$ cat config.mk
export PLATFORM = sky130hd
export DESIGN_NAME = somador_serial_ctrl
export DESIGN_NICKNAME = d
export VERILOG_FILES = /design/src/rtl/somador_serial_ctrl.sv
export SDC_FILE = /design/constraint.sdc
export NUM_CORES = 1
export LEC_CHECK = 0
export ABC_CLOCK_PERIOD_IN_PS = 5400
export BUFFER_PORTS_ARGS = -buffer_cell sky130_fd_sc_hd__buf_2
export CORE_ASPECT_RATIO = 0.8
export CORE_MARGIN = 8
export CORE_UTILIZATION = 60
export CTS_BUF_LIST = sky130_fd_sc_hd__clkbuf_8
export CTS_CLUSTER_DIAMETER = 80
export DETAILED_ROUTE_END_ITERATION = 12
export GPL_TIMING_DRIVEN = 0
export HOLD_SLACK_MARGIN = 0.12
export PLACE_DENSITY = 0.91
export SYNTH_ARGS = -nofsm -noshare
export SYNTH_HDL_FRONTEND = slang
export SYNTH_SLANG_ARGS = --single-unit
$ cat constraint.sdc
create_clock -name clk -period 5.4 [get_ports clk]
set_input_delay 0.54 -clock clk [delete_from_list [all_inputs] [get_ports clk]]
set_output_delay 0.54 -clock clk [all_outputs]
set_load 0.01 [all_outputs]
$ cat src/rtl/somador_serial_ctrl.sv
// somador_serial_ctrl
//   Sequencer that adds or subtracts two NIBBLES*4-bit operands through one
//   4-bit ripple-carry slice, one nibble per cycle, LSB nibble first, with
//   the carry between nibbles held in a register.
//
// Ports
//   clk          rising-edge clock
//   rst_n        asynchronous active-low reset
//   start_valid  operand request valid
//   start_ready  block can accept a request (IDLE only)
//   sub          0 = a+b, 1 = a-b, sampled with the operands
//   a, b         W-bit operands, sampled on the start handshake
//   done_valid   result valid (DONE only)
//   done_ready   consumer accepts the result
//   sum          W-bit result (modulo 2^W)
//   cout         carry out of the MSB; for subtraction 1 = no borrow
//   ovf          signed overflow
//   busy         high in RUN and DONE
module somador_serial_ctrl #(
  parameter  int NIBBLES = 4,
  localparam int W       = 4 * NIBBLES,
  localparam int KW      = (NIBBLES > 1) ? $clog2(NIBBLES) : 1
) (
  input  logic         clk,
  input  logic         rst_n,
  input  logic         start_valid,
  output logic         start_ready,
  input  logic         sub,
  input  logic [W-1:0] a,
  input  logic [W-1:0] b,
  output logic         done_valid,
  input  logic         done_ready,
  output logic [W-1:0] sum,
  output logic         cout,
  output logic         ovf,
  output logic         busy
);

  typedef enum logic [1:0] {IDLE, RUN, DONE} state_t;

  localparam logic [KW-1:0] LAST = KW'(NIBBLES - 1);

  state_t        state;
  logic [W-1:0]  op_a;
  logic [W-1:0]  op_b;
  logic [W-1:0]  sum_r;
  logic          c;
  logic          cout_r;
  logic          ovf_r;
  logic [KW-1:0] k;

  logic [KW+1:0] base;
  logic [3:0]    x;
  logic [3:0]    y;
  logic [5:0]    slice;

  // 4-bit ripple-carry slice. Returns {carry out, carry into bit 3, sum}.
  function automatic logic [5:0] slice_add(input logic [3:0] xs,
                                           input logic [3:0] ys,
                                           input logic       cin);
    logic [4:0] cc;
    logic [3:0] s;
    cc[0] = cin;
    for (int i = 0; i < 4; i++) begin
      s[i]    = xs[i] ^ ys[i] ^ cc[i];
      cc[i+1] = (xs[i] & ys[i]) | (xs[i] & cc[i]) | (ys[i] & cc[i]);
    end
    return {cc[4], cc[3], s};
  endfunction

  // Bit offset of the current nibble.
  assign base  = {k, 2'b00};
  assign x     = op_a[base +: 4];
  assign y     = op_b[base +: 4];
  assign slice = slice_add(x, y, c);

  // Handshake/status outputs are pure state decodes, so no input reaches
  // an output combinationally.
  assign start_ready = (state == IDLE);
  assign done_valid  = (state == DONE);
  assign busy        = (state != IDLE);
  assign sum         = sum_r;
  assign cout        = cout_r;
  assign ovf         = ovf_r;

  always_ff @(posedge clk or negedge rst_n) begin
    if (!rst_n) begin
      state  <= IDLE;
      op_a   <= '0;
      op_b   <= '0;
      sum_r  <= '0;
      c      <= 1'b0;
      cout_r <= 1'b0;
      ovf_r  <= 1'b0;
      k      <= '0;
    end else begin
      case (state)
        IDLE: begin
          if (start_valid) begin
            op_a   <= a;
            // Subtraction is a + ~b + 1: invert b and seed the carry with 1.
            op_b   <= sub ? ~b : b;
            c      <= sub;
            k      <= '0;
            sum_r  <= '0;
            cout_r <= 1'b0;
            ovf_r  <= 1'b0;
            state  <= RUN;
          end
        end
        RUN: begin
          sum_r[base +: 4] <= slice[3:0];
          c                <= slice[5];
          if (k == LAST) begin
            cout_r <= slice[5];
            ovf_r  <= slice[5] ^ slice[4];
            state  <= DONE;
          end else begin
            k <= k + KW'(1);
          end
        end
        DONE: begin
          if (done_ready) state <= IDLE;
        end
        default: state <= IDLE;
      endcase
    end
  end

endmodule

==> flow_summary.yaml <==
timing:
  fmax_mhz: 307
  rsz0062_at_grt: "false"
  relSlewSlack_pct: 21.9
  post-route-period-util_pct: 60.4
  worstMarginPinSlew_ns: 1.17
  finalSetupTns_ns: 0
  maxSlewViolCount: 0
  skew_ns: 0.00315
  hold_viol: 0
  setup_viol_count_final: 0
  fin_crit_ns: 3.26
clock_tree:
  cts.htree.levels: 2
  post_cts_buffers: 0
  ctsResizeCount: 0
  cts-root-buf: "clkbuf_8"
  clock_path_buffers: 2
  cts-buffers-inserted: 5
  clk_pin_slew_worst_paths_ns: 0.09
  cts_tree: "yes"
  ctsHoldBuffers: 0
  clk_latency_ns: 0.30
  numClockSinks: 55
cells_and_area:
  n_fill_cell: 309
  area_growth_pct: 16.4
  multi_input_area_um2: 1120
  drive_gt1_share_pct: 35.3
  regArea_um2: 1380
  fin_area_um2: 3080
  final_nets: 330
  antenna_cells: 0
yosys:
  yosys_warnings: 0
  synth_area_leaders: "dfrtp_1 (52%), mux2_2 (8.1%), mux4_2 (6.8%), xnor2_1 (5.6%), a21oi_1 (4.0%)"
  syn_avg_cell_area_um2: 11.9
  synth_ff_type: "dfrtp_1"
  synth_cell_type_count: 27
  yosysSeqAreaShare_pct: 52.1
  synthArstFlopShare_pct: 100
  syn_inst: 222
  synth_edf_count: 0
  ys_ff_latch: 55
  synth.cell_area_um2: 2640
  yosysTopAreaCell: "dfrtp_1"
  synthesis.nets: 267
  netlist.area_leader.share_pct: 52.1
floorplan:
  coreArea_um2: 4200
  fp.dieH_um: 75.4
  rows: 21
  die_w_um: 90.2
  start_util_pct: 62.9
  fp.dieArea_um2: 6800
  io_pins: 58
detailed_routing:
  first_pass_iters: 4
  vias: 1838
  drt-initial-drc-count: 56
  wirelength_mm: 5.36
  drc_errors: 0
  antenna_left: 0
  wl_per_cell_um: 15.6
  avgViaCountPerCell: 5.36
critical_path:
  critPathMaxFanout: 9
  crit_path_end_kind: "register"
  rr_worst_depth: 10
  r2r-end: "ovf"
  startpoint_type: "register"
  r2r-start: "k[1]"
  reg2reg_slack_ns: 2.14
  critPathLaunch: "k[1]"
  required_ns: 5.59
  cp-endpoint: "ovf"
  critPathKind: "reg2reg"
  crit_arrival_ns: 3.46
pwr:
  p_leak_nw: 1.46
  power_density_nw_per_um2: 621
  seqPwrFrac_pct: 36.0
  p_sw_w: 0.000756
  swShare_pct: 39.5
  p_clk_share_pct: 11.1
  vdd_drop_max_mv: 0.317
  p_int_w: 0.00116
  comb_power_share_pct: 52.9
global_routing:
  grt_overflow: 0
  grt_pass1_vias: 1979
  grt_usage_pct: 17.0
  grt_max_degree: 56
  grt_pass1_wl_mm: 9.25
  antenna_found_initial: 0
worst_hold_path:
  hold_path_class: "in2reg"
job:
  cap_violations: 0
place:
  place_congestion: 0.864
  dp_hpwl_mm: 4.13
  portBuffers: 56
  place_area_um2: 3000
status:
  status: "finished clean"
-- area by class of cell --
type | count | area share (%)
flip-flops and latches | 55 | 44.7
multi-input cells | 132 | 36.5
repair buffers | 56 | 9.11
inverters | 24 | 2.93
well taps | 57 | 2.32
clock buffers | 5 | 2.24
plain buffers | 11 | 1.79
clock inverters | 3 | 0.407
-- per-stage QoR --
| step | hold slack (ns) | setup slack (ns) | cells | power, W | util [%] |
|---|---|---|---|---|---|
| 4_1_cts | 0.411 | 2.10 | 343 | 0.00192 | 73.2 |
| 5_1_grt | 0.437 | 2.01 | 343 | 0.00207 | 73.2 |
| 3_3_place_gp | 0.476 | 2.23 | 335 | 0.00165 | 71.3 |
| 6_report | 0.416 | 2.14 | 343 | 0.00191 | 73.2 |
| 3_5_place_dp | 0.481 | 2.12 | 335 | 0.00171 | 71.3 |
| 2_1_floorplan | 0.244 | 2.45 | 222 | 0.00142 | - |
-- worst max-delay path, cell delays in order, from the launching register on --
cell,delay [ns]
dfrtp_1,0.38
clkbuf_1,0.46
mux4_2,0.34
fa_1,0.18
inv_1,0.05
fa_1,0.37
fa_1,0.42
fa_1,0.46
xnor2_1,0.18
nor2_1,0.05
mux2_2,0.26
-- cell usage after synthesis, types with 2 or more instances --
| library cell | instances |
|---|---|
| nand2b_1 | 4 |
| o2bb2ai_1 | 4 |
| mux4_2 | 8 |
| clkbuf_1 | 2 |
| fa_1 | 4 |
| a21oi_1 | 21 |
| buf_2 | 8 |
| mux2_2 | 19 |
| inv_1 | 24 |
| nor3b_1 | 2 |
| nand2_1 | 5 |
| dfrtp_1 | 55 |
| or4b_1 | 2 |
| o22ai_1 | 12 |
| nor2_1 | 21 |
| xnor2_1 | 17 |
| ha_1 | 4 |
-- sequential cells by signal, indices dropped and copies added (netlist names) --
register,flops
k,2
sum,16
op_b,16
state,2
op_a,16
c,1
cout,1
ovf,1
-- cell families (layout without fill, tap and decap cells) --
group / after synthesis / count (layout) / share of synthesized area, %
flops: 55 / 55 / 52.1
compound gates: 40 / 40 / 8.94
fa+ha+maj: 8 / 8 / 4.92
buf+inv: 35 / 99 / 5.49
simple gates: 39 / 39 / 7.67
mux: 28 / 28 / 15.3
xor+xnor: 17 / 17 / 5.63
-- worst min-delay path by stage --
stage                     cells past startpoint  endpoint  startpoint
after global placement                        1   sum[14]     sum[14]
after CTS                                     2  state[1]  done_ready
after floorplan                               0         c       rst_n
final                                         2  state[1]  done_ready
after detailed placement                      1   sum[13]     sum[13]
after global routing                          2  state[1]  done_ready
-- cell usage in the layout, fill, tap and decap left out, drive strengths merged --
master | Yosys | final
nor2 | 21 | 21
nand2 | 5 | 5
nor2b | 1 | 1
or4b | 3 | 3
mux2 | 19 | 19
mux4 | 8 | 8
a21o | 1 | 1
dfrtp | 55 | 55
nand2b | 4 | 4
or2 | 1 | 1
o2bb2ai | 4 | 4
inv | 24 | 26
a21oi | 21 | 21
clkbuf | 2 | 7
o21ai | 1 | 1
xnor2 | 17 | 17
o22a | 1 | 1
ha | 4 | 4
mux2i | 1 | 1
clkinv | 0 | 1
fa | 4 | 4
or4 | 1 | 1
o22ai | 12 | 12
buf | 9 | 65
nand3b | 1 | 1
nor3b | 2 | 2
-- power by group through the flow --
| stage | combinational [W] | sequential, W | clock [W] |
|---|---|---|---|
| after CTS | 0.00102 | 0.000686 | 0.000219 |
| after floorplan | 0.000732 | 0.000685 | 0 |
| after global placement | 0.000972 | 0.000682 | 0 |
| after global routing | 0.00113 | 0.000709 | 0.000233 |
| after detailed placement | 0.00102 | 0.000695 | 0 |
| final | 0.00101 | 0.000687 | 0.000212 |
-- routing by layer --
metal / up-vias / routed length, µm / global-route usage [%]
li1: 882 / - / -
met1: 892 / 2510 / 21.2
met2: 55 / 2460 / 28.3
met3: 9 / 303 / 4.82
met4: 0 / 88 / 6.43
met5: - / 0 / 0
(Power assumes the default switching activity.)
